<file path="src/rtl/bus_host_arbiter_pkg.sv">
// bus_host_arbiter_pkg
// Shared types and helpers for the bus host arbiter and its response-ID FIFO.
//   arb_state_e   : arbiter FSM states (ARB = free arbitration, HOLD = winner locked)
//   calc_id_width : width of a host ID, never less than one bit
//   rr_next       : increment with explicit wrap, safe for non-power-of-2 sizes
package bus_host_arbiter_pkg;

    typedef enum logic {
        ARB  = 1'b0,
        HOLD = 1'b1
    } arb_state_e;

    function automatic int unsigned calc_id_width(input int unsigned nr_hosts);
        return (nr_hosts > 1) ? $clog2(nr_hosts) : 1;
    endfunction

    function automatic int unsigned rr_next(input int unsigned ptr, input int unsigned nr_hosts);
        return (ptr + 1 >= nr_hosts) ? 0 : ptr + 1;
    endfunction

endpackage

</file>
<file path="src/rtl/bus_arb_id_fifo.sv">
// bus_arb_id_fifo
// Synchronous in-order FIFO holding the host ID of every accepted, unanswered
// downstream transaction.
// Ports:
//   clk_i, rst_i : clock and synchronous active-high reset
//   push, wdata  : enqueue wdata (accepted when not full, or when popping too)
//   pop, rdata   : dequeue head (ignored when empty); rdata shows the head
//   full, empty  : occupancy flags derived from the registered count
//   count        : number of stored entries
module bus_arb_id_fifo
    import bus_host_arbiter_pkg::*;
#(
    parameter int unsigned Width = 2,
    parameter int unsigned Depth = 2,
    localparam int unsigned CountWidth = $clog2(Depth + 1)
) (
    input  logic                  clk_i,
    input  logic                  rst_i,
    input  logic                  push,
    input  logic                  pop,
    input  logic [Width-1:0]      wdata,
    output logic [Width-1:0]      rdata,
    output logic                  full,
    output logic                  empty,
    output logic [CountWidth-1:0] count
);

    localparam int unsigned PtrWidth = (Depth > 1) ? $clog2(Depth) : 1;

    logic [Width-1:0]      mem_q [Depth];
    logic [PtrWidth-1:0]   wr_ptr_q;
    logic [PtrWidth-1:0]   rd_ptr_q;
    logic [CountWidth-1:0] count_q;
    logic                  do_push;
    logic                  do_pop;

    assign full  = (count_q == CountWidth'(Depth));
    assign empty = (count_q == '0);
    assign count = count_q;
    assign rdata = mem_q[rd_ptr_q];

    // A push into a full FIFO is only legal when the same cycle frees a slot.
    assign do_pop  = pop & ~empty;
    assign do_push = push & (~full | do_pop);

    // Storage, pointers and occupancy count; pointers wrap explicitly so any
    // depth works, not just powers of two.
    always_ff @(posedge clk_i) begin
        if (rst_i) begin
            wr_ptr_q <= '0;
            rd_ptr_q <= '0;
            count_q  <= '0;
            for (int unsigned i = 0; i < Depth; i++) begin
                mem_q[i] <= '0;
            end
        end else begin
            if (do_push) begin
                mem_q[wr_ptr_q] <= wdata;
                wr_ptr_q        <= PtrWidth'(rr_next(32'(wr_ptr_q), Depth));
            end
            if (do_pop) begin
                rd_ptr_q <= PtrWidth'(rr_next(32'(rd_ptr_q), Depth));
            end
            if (do_push && !do_pop) begin
                count_q <= count_q + CountWidth'(1);
            end else if (do_pop && !do_push) begin
                count_q <= count_q - CountWidth'(1);
            end
        end
    end

endmodule

</file>
<file path="src/rtl/bus_host_arbiter.sv">
// bus_host_arbiter
// Round-robin arbiter sharing one downstream bus host port between NrHosts
// requesters. One request is forwarded at a time; the winning host ID is
// queued in order so each downstream response returns to its issuer.
// Ports:
//   clk_i, rst_i          : clock and synchronous active-high reset
//   host_*_i / host_*_o   : per-host request (req/addr/we/be/wdata), grant,
//                           and response (rvalid/rdata/err)
//   dev_*_o / dev_*_i     : single downstream host port
//   outstanding_o         : accepted transactions still awaiting a response
//   unexpected_rvalid_o   : sticky, set by a response arriving with none pending
module bus_host_arbiter
    import bus_host_arbiter_pkg::*;
#(
    parameter int unsigned NrHosts        = 3,
    parameter int unsigned AddrWidth      = 32,
    parameter int unsigned DataWidth      = 32,
    parameter int unsigned MaxOutstanding = 2,
    localparam int unsigned IdWidth       = calc_id_width(NrHosts),
    localparam int unsigned CntWidth      = $clog2(MaxOutstanding + 1)
) (
    input  logic                   clk_i,
    input  logic                   rst_i,
    input  logic                   host_req_i    [NrHosts],
    output logic                   host_gnt_o    [NrHosts],
    input  logic [AddrWidth-1:0]   host_addr_i   [NrHosts],
    input  logic                   host_we_i     [NrHosts],
    input  logic [DataWidth/8-1:0] host_be_i     [NrHosts],
    input  logic [DataWidth-1:0]   host_wdata_i  [NrHosts],
    output logic                   host_rvalid_o [NrHosts],
    output logic [DataWidth-1:0]   host_rdata_o  [NrHosts],
    output logic                   host_err_o    [NrHosts],
    output logic                   dev_req_o,
    input  logic                   dev_gnt_i,
    output logic [AddrWidth-1:0]   dev_addr_o,
    output logic                   dev_we_o,
    output logic [DataWidth/8-1:0] dev_be_o,
    output logic [DataWidth-1:0]   dev_wdata_o,
    input  logic                   dev_rvalid_i,
    input  logic [DataWidth-1:0]   dev_rdata_i,
    input  logic                   dev_err_i,
    output logic [CntWidth-1:0]    outstanding_o,
    output logic                   unexpected_rvalid_o
);

    arb_state_e         state_q, state_d;
    logic [IdWidth-1:0] ptr_q, ptr_d;
    logic [IdWidth-1:0] hold_id_q, hold_id_d;
    logic [IdWidth-1:0] winner;
    logic               winner_valid;
    logic [IdWidth:0]   scan_idx;
    logic [IdWidth-1:0] head_id;
    logic               fifo_full;
    logic               fifo_empty;
    logic               fifo_pop;
    logic               handshake;
    logic               unexpected_q;

    // Winner selection. In HOLD the stalled winner stays locked so its request
    // fields remain on the bus until granted. In ARB, scan from the priority
    // pointer; the sum is one bit wider so the wrap works for any NrHosts.
    always_comb begin
        winner       = '0;
        winner_valid = 1'b0;
        scan_idx     = '0;
        if (state_q == HOLD) begin
            winner       = hold_id_q;
            winner_valid = 1'b1;
        end else begin
            for (int unsigned i = 0; i < NrHosts; i++) begin
                scan_idx = {1'b0, ptr_q} + (IdWidth + 1)'(i);
                if (scan_idx >= (IdWidth + 1)'(NrHosts)) begin
                    scan_idx = scan_idx - (IdWidth + 1)'(NrHosts);
                end
                if (!winner_valid && host_req_i[scan_idx[IdWidth-1:0]]) begin
                    winner       = scan_idx[IdWidth-1:0];
                    winner_valid = 1'b1;
                end
            end
        end
    end

    // Outputs are held quiet during reset so nothing leaks out before the
    // FIFO and FSM have actually cleared.
    assign dev_req_o = winner_valid & ~fifo_full & ~rst_i;
    assign handshake = dev_req_o & dev_gnt_i;
    assign fifo_pop  = dev_rvalid_i & ~fifo_empty & ~rst_i;

    // Forward the winner's request fields combinationally.
    always_comb begin
        dev_addr_o  = '0;
        dev_we_o    = 1'b0;
        dev_be_o    = '0;
        dev_wdata_o = '0;
        if (winner_valid && !rst_i) begin
            dev_addr_o  = host_addr_i[winner];
            dev_we_o    = host_we_i[winner];
            dev_be_o    = host_be_i[winner];
            dev_wdata_o = host_wdata_i[winner];
        end
    end

    // Only the winner sees the downstream grant.
    always_comb begin
        for (int unsigned i = 0; i < NrHosts; i++) begin
            host_gnt_o[i] = 1'b0;
        end
        if (handshake) begin
            host_gnt_o[winner] = 1'b1;
        end
    end

    // Route the response to the host at the head of the ID FIFO; every other
    // host sees zeros.
    always_comb begin
        for (int unsigned i = 0; i < NrHosts; i++) begin
            host_rvalid_o[i] = 1'b0;
            host_rdata_o[i]  = '0;
            host_err_o[i]    = 1'b0;
        end
        if (fifo_pop) begin
            host_rvalid_o[head_id] = 1'b1;
            host_rdata_o[head_id]  = dev_rdata_i;
            host_err_o[head_id]    = dev_err_i;
        end
    end

    // Next-state logic. A stalled request locks the winner in HOLD; the
    // handshake releases it and moves priority to the host after the winner.
    // When the FIFO is full dev_req_o is low, so neither transition fires.
    always_comb begin
        state_d   = state_q;
        hold_id_d = hold_id_q;
        ptr_d     = ptr_q;
        case (state_q)
            ARB: begin
                if (dev_req_o && !dev_gnt_i) begin
                    state_d   = HOLD;
                    hold_id_d = winner;
                end
            end
            HOLD: begin
                if (handshake) begin
                    state_d = ARB;
                end
            end
            default: state_d = ARB;
        endcase
        if (handshake) begin
            ptr_d = IdWidth'(rr_next(32'(winner), NrHosts));
        end
    end

    // FSM, hold-ID and priority-pointer registers.
    always_ff @(posedge clk_i) begin
        if (rst_i) begin
            state_q   <= ARB;
            hold_id_q <= '0;
            ptr_q     <= '0;
        end else begin
            state_q   <= state_d;
            hold_id_q <= hold_id_d;
            ptr_q     <= ptr_d;
        end
    end

    // Sticky flag for responses nobody asked for; only reset clears it.
    always_ff @(posedge clk_i) begin
        if (rst_i) begin
            unexpected_q <= 1'b0;
        end else if (dev_rvalid_i && fifo_empty) begin
            unexpected_q <= 1'b1;
        end
    end

    assign unexpected_rvalid_o = unexpected_q;

    bus_arb_id_fifo #(
        .Width (IdWidth),
        .Depth (MaxOutstanding)
    ) u_id_fifo (
        .clk_i (clk_i),
        .rst_i (rst_i),
        .push  (handshake),
        .pop   (fifo_pop),
        .wdata (winner),
        .rdata (head_id),
        .full  (fifo_full),
        .empty (fifo_empty),
        .count (outstanding_o)
    );

endmodule

</file>
<file path="config.mk">
export PLATFORM = sky130hd
export DESIGN_NAME = bus_host_arbiter
export DESIGN_NICKNAME = d
export VERILOG_FILES = /design/src/rtl/bus_host_arbiter_pkg.sv /design/src/rtl/bus_arb_id_fifo.sv /design/src/rtl/bus_host_arbiter.sv
export SDC_FILE = /design/constraint.sdc
export NUM_CORES = 1
export LEC_CHECK = 0
export BUFFER_PORTS_ARGS = -buffer_cell sky130_fd_sc_hd__buf_2
export CORE_AREA = 2 2 167 169
export DETAILED_ROUTE_END_ITERATION = 8
export DIE_AREA = 0 0 169 171
export GPL_TIMING_DRIVEN = 0
export SLEW_MARGIN = 25
export SYNTH_ARGS = -nofsm -noshare
export SYNTH_HDL_FRONTEND = slang
export SYNTH_HIERARCHICAL = 1
export SYNTH_SLANG_ARGS = --single-unit
</file>
<file path="constraint.sdc">
create_clock -name clk_i -period 3.2 [get_ports clk_i]
set_input_delay 0.16 -clock clk_i [delete_from_list [all_inputs] [get_ports clk_i]]
set_output_delay 0.16 -clock clk_i [all_outputs]
set_load 0.1 [all_outputs]
</file>
==> flow_summary.ini, run 1 <==
[clock_tree]
cts_buffer_depth = 2
htree_levels = 1
clkLatencyLatePin_ns = 0.25
numCtsBuffers = 3
cts_sinks = 15
cts_tree = yes
cts_root_buffer = clkbuf_16
clk_pin_slew_ns = 0.05
ctsHoldBuffers = 0

[route]
post_drt_wl_per_cell_um = 16.0
met1_length_mm = 6.88
drt_wl_total_mm = 18.9
num_vias = 4768
first_pass_iters = 4
drc = 0
via_per_inst = 4.04
top_layer = met5
drt_iter0_markers = 98
route.met2.wl_mm = 10.3
final_antenna_net_count = 0
route.met3.wl_mm = 1.41

[pwr]
p_leak_nw = 3.77
power_mw = 3.95
powerDensity_nw_per_um2 = 575
ir_worst_vdd_mv = 0.412

[worst_setup_path]
r2r-start = ptr_q[1]$_SDFFE_PP0P_
crit_fanout = 10
r2r_cells = 13
path_class = reg -> out
critPathSlowestCell = dfxtp_2
worstPathCellList = inv_1 -> ha_1 -> buf_2 -> mux2i_2 -> mux2_4 -> a41oi_4 -> buf_4 -> nand2_4 -> buf_6 -> buf_2 -> o2bb2ai_1 -> buf_6
end_kind = primary output
crit_arrival_ns = 2.92
max_stage_delay_ns = 0.33
critPathLaunchType = flip-flop
cp.required_ns = 3.04
startpoint = ptr_q[1]$_SDFFE_PP0P_

[global_route]
grt_pass1_wl_mm = 26.2
grt_max_degree = 11
grt_pass1_vias = 4453
grt_use_total = 0.119
antenna_found_initial = 3
grt_overflow = 0

[sta]
timing.slew.headroom = 0.587
setup_viol = 0
rsz0062_at_grt = yes
finalClockSkew_ns = 0.00266
fin_hold_ws_ns = 0.169
maxSlewViolCount = 0
tightest_slew_ns = 0.617
hold_viol_final = 0
setup_tns_ns = 0
fmax_mhz = 325
min_period_ns = 3.08
fin_crit_sh = 0.963

[floorplanning]
fp-row-count = 61
die_width_um = 169
start_util = 0.115
die_y_um = 171
core_area_um2 = 27300
die_area_um2 = 28900
ios = 425

[cells_and_area]
layout_common_cells = buf_2, and2_1, mux2i_1, buf_6, o2bb2ai_2
final_net_count = 1085
fillers = 3005
area_growth_pct = 120
drive_above_1_share = 0.690
design_area_um2 = 6870
layout_commonest_cell = buf_2

[placement]
place_congestion = 0.825
portBuffers = 423
place_area_um2 = 5980
dp_hpwl_mm = 15.9

[synth]
synth_nets = 643
synth_cell_types = 45
syn-instance-count = 391
synth_flop_cell = dfxtp_1
ys_async_sr_fraction = 0
yosys_warnings = 6
synth-edff-count = 4
avgSynthCellArea_um2 = 8.00
netlist_area_um2 = 3130
yosysSeqAreaShare = 0.109
ys_seq_elements = 15

[min_path]
min-delay-start = dev_rvalid_i
holdPathStages = 3
hp-class = in -> reg

[job]
maxCapViolCount = 0

[status]
outcome = finished, final reports clean
==> routing by layer <==
metal | track usage | vias to the layer above
met5 | 0 | -
met3 | 0.0266 | 21
met2 | 0.235 | 241
met4 | 0.0271 | 2
li1 | - | 2306
met1 | 0.128 | 2198
==> metrics by stage <==
step	instances	setup slack, ns	utilization
2_1_floorplan	391	-0.508	-
3_3_place_gp	1160	-0.506	0.218
3_5_place_dp	1160	-0.551	0.219
4_1_cts	1171	-0.0443	0.244
5_1_grt	1180	-0.0177	0.251
6_report	1180	0.119	0.251
==> worst max-delay path: cells and delay by family, from the launching register on <==
kind                     cells  cell delay, ns
AO/OA/AOI/OAI                2            0.55
adder cells (fa/ha/maj)      1            0.16
buffers and inverters        6            1.02
flip-flops                   1            0.33
multiplexers                 2            0.50
AND/OR/NAND/NOR              1            0.10
==> cells in the mapped netlist, types with 2 or more instances <==
master / instances / area [um^2]
edfxtp_1: 4 / 120
and2_1: 99 / 619
nand2_1: 8 / 30.0
nor3_1: 2 / 10.0
a21oi_1: 5 / 25.0
buf_2: 16 / 80.1
and3_1: 3 / 18.8
inv_1: 9 / 33.8
or2_2: 2 / 12.5
dfxtp_1: 11 / 220
nand3_1: 2 / 10.0
a21o_1: 2 / 15.0
and4b_1: 3 / 30.0
o21ai_0: 3 / 15.0
o2bb2ai_1: 69 / 604
nor3b_1: 3 / 22.5
nand2b_1: 6 / 37.5
o211ai_1: 2 / 15.0
nor2_1: 17 / 63.8
mux2_2: 4 / 45.0
clkbuf_1: 17 / 63.8
xor2_1: 3 / 26.3
ha_1: 5 / 62.6
mux2i_1: 75 / 751
==> worst paths after layout <==
kind	end	slack (ns)
worst max-delay path	dev_wdata_o[4]	0.12
worst min-delay path	unexpected_rvalid_o$_SDFFE_PP0P_	0.17
worst max register to register	u_id_fifo/count[1]$_SDFFE_PP0P_	0.23
worst min register to register	ptr_q[1]$_SDFFE_PP0P_	0.48
==> power breakdown <==
group	internal [mW]	switching (mW)
Clock	0.169	0.0778
Combinational	0.976	2.49
Sequential	0.216	0.0202
Total	1.36	2.59
==> cell type report <==
| type | instances | area, um^2 | share of cell area |
|---|---|---|---|
| well taps | 346 | 433 | 0.0630 |
| clock buffers | 4 | 78.8 | 0.0115 |
| inverters | 9 | 33.8 | 0.00492 |
| multi-input cells | 331 | 3060 | 0.445 |
| diodes | 2 | 5.00 | 0.000728 |
| flip-flops and latches | 15 | 343 | 0.0499 |
| repair buffers | 438 | 2640 | 0.385 |
| plain buffers | 35 | 278 | 0.0404 |
==> cell families after synthesis <==
logic type / Yosys count / synth area share
compound gates: 90 / 0.242
xor+xnor: 3 / 0.00840
fa+ha+maj: 5 / 0.0200
buf+inv: 45 / 0.0640
flops: 15 / 0.109
mux: 79 / 0.254
simple gates: 154 / 0.303
==> what timing repair did <==
action | in CTS | in global routing
setup buffers | 6 | 8
setup endpoints to repair | 73 | 74
gates cloned | 1 | 0
resized for setup | 167 | 30
pin swaps | 5 | 6
Note: power is estimated with default switching activity, not from simulation.
==> run 2, diff against run 1 <==
--- a/config.mk
+++ b/config.mk
@@ -10,6 +10,7 @@
 export DETAILED_ROUTE_END_ITERATION = 8
 export DIE_AREA = 0 0 169 171
 export GPL_TIMING_DRIVEN = 0
+export PLACE_DENSITY = 0.42
 export SLEW_MARGIN = 25
 export SYNTH_ARGS = -nofsm -noshare
 export SYNTH_HDL_FRONTEND = slang
==> constraint.sdc (replaced) <==
create_clock -name clk_i -period 3.4 [get_ports clk_i]
set_input_delay 0.17 -clock clk_i [delete_from_list [all_inputs] [get_ports clk_i]]
set_output_delay 0.17 -clock clk_i [all_outputs]
set_load 0.1 [all_outputs]
==> flow_summary.ini, run 2 (synthesis gave the netlist of run 1 again) <==
[global_route]
grt_pass1_wl_mm = 25.6
grt_overflow = 0
antenna_found_initial = 1
grt_max_degree = 11
grt_pass1_vias = 4487
grt_use_total = 0.117

[pwr]
power.internal_mw = 1.15
combPwrFrac = 0.872
p_leak_nw = 3.62
power_mw = 3.54
ir_worst_vdd_mv = 0.322
power.share.switching = 0.675
powerDensity_nw_per_um2 = 550
clkPwrFrac = 0.065
power_frac_seq = 0.063
switchingPower_mw = 2.39

[placement]
dp_hpwl_mm = 16.1
place_congestion = 0.751
portBuffers = 423

[cells_and_area]
layout_common_cells = buf_2, and2_1, mux2i_1, buf_4, o2bb2ai_2
register_area_um2 = 342
drive_above_1_share = 0.635
multi_input_area_um2 = 2910
fillers = 3048
area_growth_pct = 105
layout_commonest_cell = buf_2
final_net_count = 1074

[min_path]
min-delay-start = dev_rvalid_i
hp-class = in -> reg

[clock_tree]
cts_tree = yes
htree_levels = 1
cts_sinks = 15
cts_buffer_depth = 2
clk_pin_slew_ns = 0.05
clkLatencyLatePin_ns = 0.24
cts_root_buffer = clkbuf_16
numCtsBuffers = 3

[route]
drt_iter0_markers = 61
num_vias = 4650
drc = 0
via_per_inst = 3.98
post_drt_wl_per_cell_um = 16.0
first_pass_iters = 4
drt_wl_total_mm = 18.6
final_antenna_net_count = 0

[sta]
fin_crit_sh = 0.944
finalClockSkew_ns = 0.00160
hold_viol_final = 0
tightest_slew_ns = 0.928
timing.slew.headroom = 0.380
fmax_mhz = 312
maxSlewViolCount = 0
setup_viol = 0
setup_tns_ns = 0
min_period_ns = 3.21

[worst_setup_path]
end_kind = primary output
crit_fanout = 10
critPathLaunchType = flip-flop
cpMostUsedCell = buf_6
startpoint = ptr_q[1]$_SDFFE_PP0P_
worstPathCellList = inv_1 -> ha_1 -> buf_2 -> mux2i_2 -> mux2_2 -> a32oi_4 -> a31oi_4 -> nor4_4 -> buf_6 -> buf_6 -> buf_6 -> o2bb2ai_1 -> buf_6
critPathSlowestCell = dfxtp_2
crit_arrival_ns = 3.04
cp.required_ns = 3.23
path_class = reg -> out
max_stage_delay_ns = 0.36
r2r-start = ptr_q[1]$_SDFFE_PP0P_

[floorplanning]
ios = 425
die_y_um = 171
core_area_um2 = 27300
die_width_um = 169
start_util = 0.115
fp-row-count = 61
die_area_um2 = 28900

[status]
outcome = finished, final reports clean

[job]
maxCapViolCount = 0
==> run 2: changes by cell type in the layout (fill, tap and decap cells not counted), moves of 6 or more <==
| cell | before | now |
|---|---|---|
| and2_1 | 73 | 99 |
| and2_2 | 26 | 0 |
| buf_4 | 37 | 56 |
| buf_6 | 52 | 26 |
| buf_8 | 7 | 1 |
| mux2i_2 | 7 | 1 |
| o2bb2ai_1 | 23 | 29 |
==> run 2: area by class of cell <==
type | count | share of cell area
Tap cell | 346 | 0.0673
Clock buffer | 3 | 0.0117
Inverter | 9 | 0.00525
Antenna cell | 1 | 0.000389
Timing Repair Buffer | 427 | 0.375
Sequential cell | 15 | 0.0531
Multi-Input combinational cell | 331 | 0.453
Buffer | 35 | 0.0333
Clock inverter | 1 | 0.000779
==> run 2: per-stage QoR <==
step	area [um^2]	setup WS [ns]	instances	util	hold WS [ns]
2_1_floorplan	3390	-0.318	391	-	0.315
3_3_place_gp	5940	-0.304	1160	0.217	0.428
3_5_place_dp	5940	-0.340	1160	0.217	0.437
4_1_cts	6360	-0.00188	1166	0.233	0.173
5_1_grt	6430	-0.00291	1168	0.235	0.208
6_report	6430	0.190	1168	0.235	0.175
==> run 2: power by group through the flow <==
stage / clock (mW) / combinational (mW) / sequential, mW
after floorplan: 0 / 2.25 / 0.267
after global placement: 0 / 2.88 / 0.226
after detailed placement: 0 / 2.89 / 0.228
after CTS: 0.236 / 3.09 / 0.224
after global routing: 0.245 / 3.22 / 0.226
final: 0.229 / 3.08 / 0.224
==> run 2: routing by layer <==
layer  routed length [um]  global-route usage  vias up
met3                 1460              0.0266       14
met5                    0                   0        -
met2                 9860               0.230      253
met4                  371              0.0353        0
li1                     -                   -     2282
met1                 6950               0.122     2101
==> run 2: path summary, 6_finish.rpt <==
path / endpoint / slack [ns] / cells past startpoint
worst min register to register: unexpected_rvalid_o$_SDFFE_PP0P_ / 0.49 / 2
worst max register to register: u_id_fifo/count[1]$_SDFFE_PP0P_ / 0.26 / 12
worst min-delay path: unexpected_rvalid_o$_SDFFE_PP0P_ / 0.18 / 3
worst max-delay path: dev_addr_o[15] / 0.19 / 13
==> run 2: timing repair <==
action                                  in CTS  in global routing
hold buffers                                 0                  0
setup buffers                                3                  1
hold endpoints to repair                     0                  0
endpoints found under the setup margin      70                 76
pin swaps                                    3                  5
resized for setup                          112                 18
==> run 2: critical path: cells and delay by family, from the launching register on <==
kind / cells / cell delay (ns)
buffers and inverters: 6 / 0.99
AO/OA/AOI/OAI: 3 / 0.56
flip-flops: 1 / 0.36
adder cells (fa/ha/maj): 1 / 0.18
AND/OR/NAND/NOR: 1 / 0.20
multiplexers: 2 / 0.51
==> run 3, diff against run 2 <==
--- a/config.mk
+++ b/config.mk
@@ -9,7 +9,6 @@
 export CORE_AREA = 2 2 167 169
 export DETAILED_ROUTE_END_ITERATION = 8
 export DIE_AREA = 0 0 169 171
-export GPL_TIMING_DRIVEN = 0
 export PLACE_DENSITY = 0.42
 export SLEW_MARGIN = 25
 export SYNTH_ARGS = -nofsm -noshare
==> flow_summary.ini, run 3 (synthesis gave the netlist of run 1 again) <==
[route]
first_pass_iters = 4
post_drt_wl_per_cell_um = 15.6
drt_wl_total_mm = 18.1
num_vias = 4583
final_antenna_net_count = 0
via_per_inst = 3.94
drc = 0
drt_iter0_markers = 122

[status]
outcome = finished, final reports clean

[pwr]
p_leak_nw = 3.88
ir_worst_vdd_mv = 0.372
power_mw = 4.04
powerDensity_nw_per_um2 = 553

[placement]
place_ws_ns = 0.238
dpl.cell_count = 1140
dp_hpwl_mm = 14.8
place_congestion = 0.788
portBuffers = 424

[floorplanning]
ios = 425
fp-row-count = 61
core_area_um2 = 27300
die_width_um = 169
start_util = 0.115
die_area_um2 = 28900
die_y_um = 171

[cells_and_area]
final_util = 0.267
layout_common_cells = buf_2, and2_1, mux2i_1, buf_12, o2bb2ai_2
drive_above_1_share = 0.646
layout_commonest_cell = buf_2
final-instance-count-excl-fill = 1164
area_growth_pct = 133
final_net_count = 1069

[sta]
finalClockSkew_ns = 0.00186
timing.slew.headroom = 0.651
fin_hold_ws_ns = 0.172
maxSlewViolCount = 0
setup_ws_ns = 0.166
min_period_ns = 3.23
setup_viol = 0
fmax_mhz = 309
hold_viol_final = 0
fin_crit_sh = 0.951
tightest_slew_ns = 0.528
rsz0062_at_grt = no

[worst_setup_path]
crit_fanout = 29
worstPathCellList = inv_1 -> ha_2 -> or2_2 -> a32oi_2 -> a31oi_4 -> nor4_4 -> buf_4 -> buf_8 -> o2bb2ai_1 -> buf_12
critPathSlowestCell = dfxtp_1
cp.required_ns = 3.23
critPathLaunchType = flip-flop
cp_top_family = buffers and inverters
path_class = reg -> out
end_kind = primary output
path_buf_inv = 4
crit_arrival_ns = 3.06
max_stage_delay_ns = 0.38

[clock_tree]
clk_pin_slew_ns = 0.05
cts_tree = yes
cts_root_buffer = clkbuf_16
cts_sinks = 15
htree_levels = 1
cts_buffer_depth = 2
numCtsBuffers = 3
clkLatencyLatePin_ns = 0.25

[global_route]
grt_pass1_wl_mm = 24.1
grt_pass1_vias = 4282
grt_use_total = 0.107
grt_overflow = 0
grt_max_degree = 36
antenna_found_initial = 2

[min_path]
hp-class = in -> reg

[job]
maxCapViolCount = 0
run 3: cell types whose count changed in the layout (fill, tap and decap cells not counted), sizes merged:
cell / delta
diode: +1
buf: +13
clkbuf: -18
run 3: path summary, 6_finish.rpt:
path	startpoint	endpoint	slack (ns)	depth (start not counted)
worst max register to register	ptr_q[1]$_SDFFE_PP0P_	u_id_fifo/count[1]$_SDFFE_PP0P_	0.45	11
worst max-delay path	ptr_q[0]$_SDFFE_PP0P_	dev_addr_o[21]	0.17	10
worst min-delay path	dev_rvalid_i	unexpected_rvalid_o$_SDFFE_PP0P_	0.17	3
worst min register to register	unexpected_rvalid_o$_SDFFE_PP0P_	unexpected_rvalid_o$_SDFFE_PP0P_	0.46	2
run 3: per-layer routing:
layer	wire (um)	track usage
met3	1880	0.0437
met4	202	0.0249
met1	6390	0.110
met5	0	0
met2	9640	0.205
run 3: repair_timing:
item                                    CTS  global route
hold buffers                              0             0
gates cloned                              0             3
resized for setup                         1            13
pin swaps                                 0             3
endpoints found under the setup margin    2            60
buffers inserted                          0            15
run 3: tightest hold or removal path, cell delays in order:
cell	delay, ns
buf_2	0.09
a21oi_1	0.06
nor2_1	0.07
run 3: power by group:
group	switching (mW)	internal, mW	leakage (nW)
clock	0.0758	0.157	0.0409
sequential	0.0192	0.203	0.132
combinational	2.36	1.22	3.71
total	2.46	1.58	3.88
run 3: area by class of cell:
| cell class | instances | area (um^2) |
|---|---|---|
| Clock buffer | 3 | 75.1 |
| Clock inverter | 1 | 5.00 |
| Sequential cell | 15 | 340 |
| Inverter | 9 | 33.8 |
| Antenna cell | 2 | 5.00 |
| Multi-Input combinational cell | 331 | 2930 |
| Tap cell | 346 | 433 |
| Timing Repair Buffer | 457 | 3490 |
| Fill cell | 2964 | 20000 |
run 3: metrics by stage:
step / cell area, um^2 / setup TNS, ns
after floorplan: 3390 / -8.00
after global placement: 6990 / 0
after detailed placement: 6990 / 0
after CTS: 7070 / 0
after global routing: 7300 / 0
final: 7300 / 0
